--- config.mk ---
export PLATFORM = sky130hd
export DESIGN_NAME = terrain_ram_arbiter
export DESIGN_NICKNAME = d
export VERILOG_FILES = /design/src/rtl/terrain_ram_arbiter_pkg.sv /design/src/rtl/terrain_ram_arbiter_galois_lfsr16.sv /design/src/rtl/terrain_ram_arbiter.sv
export SDC_FILE = /design/constraint.sdc
export NUM_CORES = 1
export LEC_CHECK = 0
export CAP_MARGIN = 20
export CORE_AREA = 2 2 66 84
export CTS_BUF_LIST = sky130_fd_sc_hd__clkbuf_16
export DETAILED_ROUTE_END_ITERATION = 16
export DIE_AREA = 0 0 68 86
export PLACE_DENSITY = 0.69
export SLEW_MARGIN = 40
export SYNTH_ARGS = -nofsm -noshare
export SYNTH_HDL_FRONTEND = slang
export SYNTH_SLANG_ARGS = --single-unit
--- constraint.sdc ---
create_clock -name clk_in -period 1.8 [get_ports clk_in]
set_input_delay 0.18 -clock clk_in [delete_from_list [all_inputs] [get_ports clk_in]]
set_output_delay 0.18 -clock clk_in [all_outputs]
set_load 0.01 [all_outputs]
--- src/rtl/terrain_ram_arbiter_pkg.sv ---
// terrain_pkg: shared definitions for the terrain RAM arbiter and the terrain
// pseudo-random generators.
//   ta_state_t   - arbiter FSM states (idle, filling, one-cycle done)
//   LFSR_MASK    - Galois feedback mask of the 16-bit terrain LFSR
//   DEFAULT_SEED - seed used when a zero seed is supplied (zero locks the LFSR)
package terrain_pkg;

    typedef enum logic [1:0] {
        TA_IDLE = 2'd0,
        TA_FILL = 2'd1,
        TA_DONE = 2'd2
    } ta_state_t;

    localparam logic [15:0] LFSR_MASK    = 16'hB400;
    localparam logic [15:0] DEFAULT_SEED = 16'hACE1;

endpackage

--- src/rtl/terrain_ram_arbiter_galois_lfsr16.sv ---
// galois_lfsr16: combinational next-state function of the 16-bit Galois LFSR
// used for terrain patterns. Holds no state; the caller owns the register.
//   lfsr_cur  - current LFSR value
//   lfsr_next - value after one shift
module galois_lfsr16
    import terrain_pkg::*;
(
    input  logic [15:0] lfsr_cur,
    output logic [15:0] lfsr_next
);

    assign lfsr_next = (lfsr_cur >> 1) ^ (lfsr_cur[0] ? LFSR_MASK : 16'h0000);

endmodule

--- src/rtl/terrain_ram_arbiter.sv ---
// terrain_ram_arbiter: shares the single-port 1-bit terrain RAM between the
// start-of-game fill engine (writes an LFSR pattern to every cell) and the
// video pipeline (one read per pixel clock). Video always wins; the fill
// engine writes only on cycles without a video request and retries the same
// address/bit when stalled.
//
// Ports
//   clk_in, rst_n_in      - pixel clock, asynchronous active-low reset
//   fill_start_in         - pulse requesting a full-table fill (ignored unless idle)
//   seed_in               - LFSR seed sampled with an accepted start (0 -> DEFAULT_SEED)
//   vid_req_in/addr_in    - video read request and address
//   vid_data_out          - RAM read data, passed straight through
//   vid_valid_out         - vid_req_in delayed by RAM_LATENCY cycles
//   ram_addr/din/we_out   - RAM port, combinational from state and vid_req_in
//   ram_dout_in           - RAM read data
//   fill_busy_out         - fill in progress
//   fill_done_out         - one-cycle pulse at fill completion
//   stall_count_out       - only with TERRAIN_ARB_STALL_CNT_EN defined: saturating
//                           count of fill cycles blocked by video reads
//
// Build option: define TERRAIN_ARB_STALL_CNT_EN to add stall_count_out.
module terrain_ram_arbiter
    import terrain_pkg::*;
#(
    parameter int          DEPTH        = 3600,
    parameter int          ADDR_W       = 16,
    parameter int          RAM_LATENCY  = 2,
    parameter logic [15:0] DEFAULT_SEED = terrain_pkg::DEFAULT_SEED
) (
    input  logic              clk_in,
    input  logic              rst_n_in,
    input  logic              fill_start_in,
    input  logic [15:0]       seed_in,
    input  logic              vid_req_in,
    input  logic [ADDR_W-1:0] vid_addr_in,
    output logic              vid_data_out,
    output logic              vid_valid_out,
    output logic [ADDR_W-1:0] ram_addr_out,
    output logic              ram_din_out,
    output logic              ram_we_out,
    input  logic              ram_dout_in,
    output logic              fill_busy_out,
`ifdef TERRAIN_ARB_STALL_CNT_EN
    output logic [15:0]       stall_count_out,
`endif
    output logic              fill_done_out
);

    localparam logic [ADDR_W-1:0] LAST_ADDR = ADDR_W'(DEPTH - 1);

    ta_state_t             state;
    logic [15:0]           lfsr;
    logic [15:0]           lfsr_next;
    logic [ADDR_W-1:0]     fill_addr;
    logic [RAM_LATENCY-1:0] vld_p;

    logic start_ok;
    logic grant;
    logic last_write;

    galois_lfsr16 u_lfsr (
        .lfsr_cur  (lfsr),
        .lfsr_next (lfsr_next)
    );

    assign start_ok   = (state == TA_IDLE) && fill_start_in;
    assign grant      = (state == TA_FILL) && !vid_req_in;
    assign last_write = grant && (fill_addr == LAST_ADDR);

    // Arbitration: zero-latency path to the RAM port. Forced to 0 while in
    // reset so the RAM sees no stray write and a clean address.
    always_comb begin
        ram_addr_out = '0;
        ram_din_out  = 1'b0;
        ram_we_out   = 1'b0;
        if (rst_n_in) begin
            if (grant) begin
                ram_addr_out = fill_addr;
                ram_din_out  = lfsr[0];
                ram_we_out   = 1'b1;
            end else begin
                ram_addr_out = vid_addr_in;
            end
        end
    end

    // Control FSM with registered busy/done flags.
    always_ff @(posedge clk_in or negedge rst_n_in) begin
        if (!rst_n_in) begin
            state         <= TA_IDLE;
            fill_busy_out <= 1'b0;
            fill_done_out <= 1'b0;
        end else begin
            case (state)
                TA_IDLE: begin
                    fill_done_out <= 1'b0;
                    if (fill_start_in) begin
                        state         <= TA_FILL;
                        fill_busy_out <= 1'b1;
                    end
                end
                TA_FILL: begin
                    if (last_write) begin
                        state         <= TA_DONE;
                        fill_busy_out <= 1'b0;
                        fill_done_out <= 1'b1;
                    end
                end
                TA_DONE: begin
                    state         <= TA_IDLE;
                    fill_done_out <= 1'b0;
                end
                default: begin
                    state         <= TA_IDLE;
                    fill_busy_out <= 1'b0;
                    fill_done_out <= 1'b0;
                end
            endcase
        end
    end

    // Fill datapath: loaded on every accepted start, so no reset is needed.
    // Advances only on a granted write; a stalled write replays the same cell.
    always_ff @(posedge clk_in) begin
        if (start_ok) begin
            lfsr      <= (seed_in == 16'h0000) ? DEFAULT_SEED : seed_in;
            fill_addr <= '0;
        end else if (grant) begin
            lfsr      <= lfsr_next;
            fill_addr <= fill_addr + ADDR_W'(1);
        end
    end

    // Read-valid pipeline matching the RAM read latency.
    always_ff @(posedge clk_in or negedge rst_n_in) begin
        if (!rst_n_in) begin
            vld_p <= '0;
        end else begin
            vld_p <= (vld_p << 1) | RAM_LATENCY'(vid_req_in);
        end
    end

    assign vid_valid_out = vld_p[RAM_LATENCY-1];
    assign vid_data_out  = ram_dout_in;

`ifdef TERRAIN_ARB_STALL_CNT_EN
    function automatic logic [15:0] sat_inc16(input logic [15:0] value);
        return (value == 16'hFFFF) ? value : value + 16'd1;
    endfunction

    always_ff @(posedge clk_in or negedge rst_n_in) begin
        if (!rst_n_in) begin
            stall_count_out <= 16'h0000;
        end else if (start_ok) begin
            stall_count_out <= 16'h0000;
        end else if ((state == TA_FILL) && vid_req_in) begin
            stall_count_out <= sat_inc16(stall_count_out);
        end
    end
`endif

endmodule

Yosys cells after proc, flatten, opt, wreduce, memory -nomap -nowiden. Index checks and enable logic that the tools add are counted.

Bits in registers: 38. Output and inout port bits: 22. Word-level logic and storage cells: 42.

Add/sub/neg operators: 1. Equality and inequality tests: 5. Multiplexer cells: 18. Bitwise logic cells: 3. Reductions and logical operators: 9.

Operators with widths (count): 2-to-1 mux 16 bit (6); adder 16 x 1 -> 16 bit, second input constant (1); == test 16 x 12 -> 1 bit, second input constant (1); logical NOT 16 bit (1); bitwise XOR 15 x 16 -> 16 bit (1); 2-to-1 mux 1 bit (8); 2-to-1 mux 2 bit (2); inequality test 2 bit, second input constant (2); one-hot mux 2 bit (2 select lines) (1); logical AND 1 bit (3); one-hot mux 1 bit (3 select lines) (1); AND reduction 3 bit (1); == test 2 x 1 -> 1 bit, second input constant (1); == test 2 bit, second input constant (1); logical NOT 2 bit (1); OR 2 x 1 -> 2 bit (1); AND reduction 2 bit (1); nonzero test 2 bit (1); logical NOT 1 bit (1); inverter 1 bit (1).

Logic depth before layout (Yosys ltp). Gate-level depths: netlist of run 1.

Depth after elaboration: 5. Depth in mapped cells: 6.

Modules after synthesis. Synthesis of run 1 repeated with hierarchy kept, for this count alone.

Cell total of the unflattened synthesis: 239. Area, all modules: 2102.0 um^2.

By module, submodules not included: terrain_ram_arbiter (instances 1, cells an instance 223, area an instance 1978.1 um^2, sequential area each 950.9 um^2); galois_lfsr16 (instances 1, cells an instance 16, area an instance 123.9 um^2, sequential area each 0.0 um^2).

Least setup slack after synthesis of run 1. Ideal clock, no wire load.

Kind: register to register. Start: register state[1]. End: register lfsr[0] (enable). Setup time: 375 ps. Arrival time: 1484 ps. Data required time: 1425 ps. Slack: -58 ps. Cell stages (with the launch flop): 6. Clock period less this slack: 1858 ps. Cells stage by stage: dfrtp_1 > inv_1 > and3_1 > buf_2 > buf_2 > nand2b_1.

Longest elaborated chain between the ends: 3. Elaborated cells on any way between the ends: 5. Classes of those cells: 1 x eq/ne; 4 x reduce/logical.

Ends and longest elaborated chain: start, declared (RTL line terrain_ram_arbiter.sv:51) `ta_state_t state;`; start signal, assigned (RTL line terrain_ram_arbiter.sv:90) `state <= TA_IDLE;`; start signal, assigned (RTL line terrain_ram_arbiter.sv:98) `state <= TA_FILL;`; start signal, assigned (RTL line terrain_ram_arbiter.sv:104) `state <= TA_DONE;`; == test 2 x 1 -> 1 bit or logical NOT 2 bit (tied branches) (RTL line terrain_ram_arbiter.sv:67, terrain_ram_arbiter.sv:66); logical AND 1 bit (on tied branches) (RTL line terrain_ram_arbiter.sv:67, terrain_ram_arbiter.sv:66); nonzero test 2 bit (no line) *; end signal, assigned (RTL line terrain_ram_arbiter.sv:126) `lfsr <= (seed_in == 16'h0000) ? DEFAULT_SEED : seed_in;`; end signal, assigned (RTL line terrain_ram_arbiter.sv:129) `lfsr <= lfsr_next;`; end, declared (RTL line terrain_ram_arbiter.sv:52) `logic [15:0] lfsr;`.

Mark *: on every way between the ends. The rest lies on a longest branch, timed or not. A chain may end at the register's enable or synchronous reset.

Worst setup path after layout of run 1.
Start: register state[1]. End: register fill_addr[11].

Longest elaborated chain between the ends: 2. Elaborated cells on any way between the ends: 4. Classes of those cells: 1 x eq/ne; 3 x reduce/logical.

Ends and longest elaborated chain: == test 2 x 1 -> 1 bit or logical NOT 2 bit (tied branches) (RTL line terrain_ram_arbiter.sv:67, terrain_ram_arbiter.sv:66); logical AND 1 bit (on tied branches) (RTL line terrain_ram_arbiter.sv:67, terrain_ram_arbiter.sv:66); end signal, assigned (RTL line terrain_ram_arbiter.sv:130) `fill_addr <= fill_addr + ADDR_W'(1);`; end, declared (RTL line terrain_ram_arbiter.sv:54) `logic [ADDR_W-1:0] fill_addr;`.

Several ways; a longest one is shown, not always the timed one.

==> run metrics, run 1 <==
gpl congestion 0.801; Inst Count DP 330; mux share of post-synthesis cell area 4.59%; final wirelength 4770 um; Worst-Skew Late Latency 0.28 ns; Starting DRT DRC Count 93; Longest Clk Path Bufs 2; Finished Core Util 59.0%; clk root buf clkbuf_16; post-synthesis cell area 1960 um2; vias per cell 5.10; Synth Register Bits 38; Placeable Area 5010 um2; max-slew violations 0; CP endpoint kind flop; TritonCTS clock tree built; Area Growth Syn to Fin 50.5%; CP Launch Type flop; Cell variety after synth 34; RSZ-0062 raised after global routing true; most numerous cell in the Yosys netlist nand2_1; CTS sink cnt 38; Post-layout nets 321; Post-synth EDFFs 16; Rows 29; vias in the first global route 1745; Layout Skew 0.00265 ns; simple-gate portion of the synthesized area 23.8%; area share of fa/ha/maj cells after synthesis 0.637%; initial core utilization 39.2%; pwr/cell area 917 nW/um2; Clk pin slew, worst setup/hold paths 0.05 ns; Final setup viols 0; Synth top cells by count nand2_1, a21boi_0, dfxtp_1, edfxtp_1, nor2_1; peak supply drop 0.676 mV; H-tree levels 2; Mapped Cells 205; die height 86 um; ratio of cells with drive above 1 in the final layout 25.7%; crit path max fanout 8; Leakage 1.18 nW; Synth warnings 0; total global-route track usage 17.3%; Period minus WS final 1.77 ns; worst setup path class flop to flop; Die ar. 5850 um2; Sw Ratio 24.1%; largest net degree at the start of global routing 21; combinational power share 18.0%; # IOs 59; ranking of synthesized cells by area edfxtp_1, dfxtp_1, nand2_1, dfrtp_1, a21boi_0; Synth Flop Type edfxtp_1; TritonCTS Buffers 5; reg2reg start state[1]$_DFFE_PN0P_; highest clock rate 566 MHz; endpoints failing hold 0; Flop pwr share 40.8%; R2R Setup Slk 0.03 ns; main combinational cell family by area after synthesis simple AND/OR/NAND/NOR gates; R2R depth 7; worst path required time 2.01 ns; sequential element share of the synthesized area 48.4%; first-pass GRT wire length 7690 um; Hold WS 0.237 ns; WL/cell 13.8 um; Max-Slew Margin vs Limit 78.3%; diodes inserted 0; post-synthesis area per instance 9.58 um2; reg2reg end fill_addr[11]$_SDFFE_PP0P_; Internal 2.06 mW; Compound-Gate Fraction of Synth Area 12.7%; first drt pass iteration count 4; critical path data arrival time 1.97 ns; Vias 1764; IO Port Bufs 56; hold-fix buffers at CTS 0; share of the synthesized area in the top cell type 24.5%; post-DP HPWL 3410 um; part of the power in the clock network 41.2%; Setup TNS Final 0 ns; grt total ovfl 0; width of the die 68 um; worst-margin pin slew 0.322 ns; Yosys top cell by area edfxtp_1; Synth Area in XOR/XNOR 6.25%; final worst-path cycle share 98.1%; initial antenna violation count 0; status finished, final reports clean; Synth Net Count 243; final std cells w/o fill 346; DRC 0; Post-synth ARST share 15.8%; ANT nets after route 0; hold crit path type input port to async pin; P_sw 0.652 mW; max_cap viols 0
power by group through the flow:
| stage | Sequential (mW) | Combinational [mW] | Clock, mW |
|---|---|---|---|
| after floorplan | 1.09 | 0.251 | 0 |
| after global placement | 1.11 | 0.472 | 0 |
| after detailed placement | 1.12 | 0.481 | 0 |
| after CTS | 1.10 | 0.476 | 1.14 |
| after global routing | 1.12 | 0.540 | 1.18 |
| final | 1.10 | 0.487 | 1.12 |
cells by family (layout without fill, tap and decap cells):
kind of cell / Yosys count / in the layout
multiplexers: 8 / 8
XOR/XNOR: 14 / 14
adder cells (fa/ha/maj): 1 / 1
AO/OA/AOI/OAI: 35 / 35
AND/OR/NAND/NOR: 93 / 93
flip-flops: 38 / 38
buffers and inverters: 16 / 95
state kept, by name (all words and copies together) (netlist names):
register,flops
fill_addr,16
fill_busy_out,1
fill_done_out,1
lfsr,16
vld_p,2
state,2
final cells by class:
type                       count  area (um2)
inverter                       4        15.0
multi-input combinational    151         993
sequential                    38         952
clock inverter                 3        63.8
fill                         460        2050
clock buffer                   5         125
timing repair buffer          83         728
tap                           62        77.6
layout by cell type (no fill, tap or decap), drive strengths merged:
cell	instances
ha	1
o21ai	5
nor3b	1
a31o	1
o22a	8
edfxtp	16
and3	5
nor3	4
nand4bb	1
nor4	8
or3	4
or4	1
clkbuf	9
dfxtp	16
mux2	8
bufinv	2
xnor2	7
nor2	14
nand2	41
buf	39
a21boi	16
nand4	9
xor2	7
a21oi	5
clkdlybuf4s50	38
nand3	2
inv	4
dlygate4sd2	2
dfrtp	6
nor2b	1
and2	1
clkinv	1
nand2b	1
worst max-delay path, stage by stage, from the launching register on:
cell     delay, ns
dfrtp_2       0.44
nor3b_4       0.24
buf_6         0.17
buf_4         0.12
buf_4         0.12
nand4_4       0.10
or3_4         0.36
a21oi_2       0.16
worst max-delay path by stage:
stage	cells after the start	slack (ns)	end	startpoint
global placement	6	-0.31	ram_addr_out[13]	vid_req_in
CTS	5	-0.10	ram_addr_out[11]	state[1]$_DFFE_PN0P_
global route	6	-0.03	ram_addr_out[6]	state[1]$_DFFE_PN0P_
floorplan	5	0.14	lfsr[0]$_DFFE_PP_	state[1]$_DFFE_PN0P_
finish	7	0.03	fill_addr[11]$_SDFFE_PP0P_	state[1]$_DFFE_PN0P_
detailed placement	6	-0.34	ram_addr_out[7]	vid_req_in
through the flow:
step	setup slack, ns	total power [mW]	cell area (um2)
after detailed placement	-0.341	1.60	2720
after CTS	-0.105	2.72	2940
after floorplan	0.139	1.35	1970
after global placement	-0.308	1.59	2720
after global routing	-0.0330	2.84	2960
final	0.0340	2.71	2960
what timing repair did:
item | 4_1_cts | 5_1_grt
setup buffers | 7 | 1
gates resized for setup | 38 | 61
pin swaps | 1 | 2
endpoints found under the setup margin | 18 | 46
routing by layer:
layer  GRT usage (%)  routed length [um]
met5               0                   0
met4            6.73                  95
met3            4.33                 234
met2            29.6                2440
met1            20.4                2010
(Power assumes the default switching activity.)
==> run 2, diff against run 1 <==
--- a/config.mk
+++ b/config.mk
@@ -8,6 +8,7 @@
 export CAP_MARGIN = 20
 export CORE_AREA = 2 2 66 84
 export CTS_BUF_LIST = sky130_fd_sc_hd__clkbuf_16
+export CTS_CLUSTER_DIAMETER = 30
 export DETAILED_ROUTE_END_ITERATION = 16
 export DIE_AREA = 0 0 68 86
 export PLACE_DENSITY = 0.69
==> results of run 2 <==
The final DEF is identical to that of run 1; final timing and power are the same.
==> run 3, diff against run 2 <==
--- a/config.mk
+++ b/config.mk
@@ -11,8 +11,10 @@
 export CTS_CLUSTER_DIAMETER = 30
 export DETAILED_ROUTE_END_ITERATION = 16
 export DIE_AREA = 0 0 68 86
-export PLACE_DENSITY = 0.69
+export DONT_BUFFER_PORTS = 1
+export PLACE_DENSITY = 0.53
 export SLEW_MARGIN = 40
 export SYNTH_ARGS = -nofsm -noshare
 export SYNTH_HDL_FRONTEND = slang
 export SYNTH_SLANG_ARGS = --single-unit
+export TNS_END_PERCENT = 20
==> run 3 against run 2 <==
  * Worst setup slack better by 0.020 ns
  * Clock skew is 0.0020 ns higher
  * Cell area is 17% lower
  * Utilization is 10 points lower
  * Hold slack worse by 0.18 ns
  * Sequential share of layout area is 6.8 points higher
  * Flip-flop and latch count stayed put
  * Register-to-register slack better by 0.05 ns
  * Global-route usage is 0.24 points lower
  * Clock power is 12% lower
  * Count of clock-buffer cells in the layout stayed put
  * Largest power group is now sequential cells
==> run metrics, run 3 (synthesis gave the netlist of run 1 again) <==
endpoints failing hold 0 (unchanged); die height 86 um (unchanged); gpl congestion 0.791 (-1.3%); fill count 469 (+2.0%); worst path required time 1.62 ns (-0.39 ns); CP endpoint kind primary output; Setup TNS Final 0 ns (unchanged); top flop regs fill_addr: 16 flops, lfsr: 16 flops; crit path max fanout 10 (+2); DP Area 2170 um2 (-20%); largest net degree at the start of global routing 20 (-4.8%); diodes inserted 0 (unchanged); Placeable Area 5010 um2 (unchanged); final worst-path cycle share 97.0% (-1.1 points); CP startpoint state[0]$_DFFE_PN0P_; Post-layout nets 272 (-15%); vias per cell 5.43 (+6.5%); critical path data arrival time 1.57 ns (-0.40 ns); ANT nets after route 0 (unchanged); CP Launch Type flop; Starting DRT DRC Count 122 (+31%); Seq. cell area 952 um2 (unchanged); Vias 1613 (-8.6%); H-tree levels 2 (unchanged); initial antenna violation count 0 (unchanged); commonest non-fill, non-tap cell in the layout nand2_1; pwr/cell area 1010 nW/um2 (+10%); Hold Path Origin fill_start_in; Period minus WS final 1.75 ns (-0.0200 ns); max-slew violations 0 (unchanged); Worst Hold Depth 2; first-pass GRT wire length 7630 um (-0.81%); Tot Pwr 2.47 mW (-8.9%); Worst-Skew Late Latency 0.28 ns (about the same); peak supply drop 0.536 mV (-21%); reg2reg start state[1]$_DFFE_PN0P_; grt total ovfl 0 (unchanged); hold crit path type input port to flop; Die ar. 5850 um2 (unchanged); RSZ-0062 raised after global routing true; first drt pass iteration count 7 (+3); Worst Hold End state[0]$_DFFE_PN0P_; post-DP HPWL 3310 um (-2.8%); total global-route track usage 17.1% (-0.24 points); highest clock rate 573 MHz (+1.1%); cell area after layout 2440 um2 (-17%); worst setup path class flop to primary output; vias in the first global route 1608 (-7.9%); max_cap viols 0 (unchanged); most frequent cells in the layout nand2_1, buf_4, dfxtp_1, edfxtp_1, nor2_1; DRC 0 (unchanged); final std cells w/o fill 297 (-14%); WL/cell 15.8 um (+15%); ratio of cells with drive above 1 in the final layout 23.4% (-2.3 points); Layout Skew 0.00464 ns (+0.00199 ns); CTS sink cnt 38 (unchanged); TritonCTS Buffers 5 (unchanged); Final setup viols 0 (unchanged); Longest Clk Path Bufs 2 (unchanged); # IOs 59 (unchanged); area of the multi-input gates 948 um2 (-4.5%); Area Growth Syn to Fin 24.3%; final wirelength 4700 um (-1.7%); worst-margin pin slew 0.430 ns (+0.108 ns); Max-Slew Margin vs Limit 71.1% (-7.2 points); Finished Core Util 48.8% (-10 points); TritonCTS clock tree built; IO Port Bufs 0 (-100%); clk root buf clkbuf_16; Rows 29 (unchanged); initial core utilization 39.2% (unchanged); reg2reg end lfsr[1]$_DFFE_PP_; Clk pin slew, worst setup/hold paths 0.06 ns (about the same); R2R depth 5 (-2); R2R Setup Slk 0.08 ns (+0.05 ns); width of the die 68 um (unchanged); status finished, final reports clean; Inst Count DP 279 (-15%); Leakage 0.963 nW (-19%)
[run 3: routing by layer]
layer	share of wire, %	track usage, %	vias to the layer above
li1	-	-	785
met1	39	20.1	766
met2	54	29.0	52
met3	6.0	5.51	10
met4	1.7	5.27	0
met5	0	0	-
[run 3: worst max-delay path, cell delays in order (launching register included)]
cell	delay [ns]
dfrtp_1	0.37
inv_1	0.07
or3_4	0.40
buf_6	0.16
nand2_1	0.06
a21boi_0	0.07
buf_4	0.14
[run 3: power breakdown]
group,internal [mW],leakage [nW],switching (mW)
Clock,0.648,0.0836,0.338
Sequential,1.00,0.355,0.112
Combinational,0.184,0.525,0.181
[run 3: worst max path at each step]
stage                        endpoint  depth (start not counted)
floorplan           lfsr[0]$_DFFE_PP_                          5
finish               ram_addr_out[14]                          6
detailed placement  lfsr[1]$_DFFE_PP_                          4
CTS                  ram_addr_out[13]                          6
global placement    lfsr[8]$_DFFE_PP_                          4
global route          ram_addr_out[3]                          6
[run 3: final cells by class]
cell class,instances,area share [%]
Tap cell,62,3.18
Clock buffer,5,5.13
Clock inverter,3,1.64
Inverter,4,0.615
Timing Repair Buffer,34,11.6
Sequential cell,38,39.0
Multi-Input combinational cell,151,38.9
[run 3: repair_timing]
| action | CTS | global route |
|---|---|---|
| hold buffers | 2 | 0 |
| cloned | 0 | 1 |
| gates resized for setup | 2 | 16 |
| setup buffers | 4 | 3 |
| endpoints found under the hold margin | 7 | 0 |
| pin swaps | 2 | 1 |
| endpoints found under the setup margin | 15 | 22 |
[run 3: per-stage QoR]
step	hold slack [ns]	setup WS (ns)
after floorplan	-0.116	0.139
after global placement	-0.115	0.195
after detailed placement	-0.115	0.153
after CTS	0.0575	0.0132
after global routing	0.0822	-0.0409
final	0.0569	0.0540
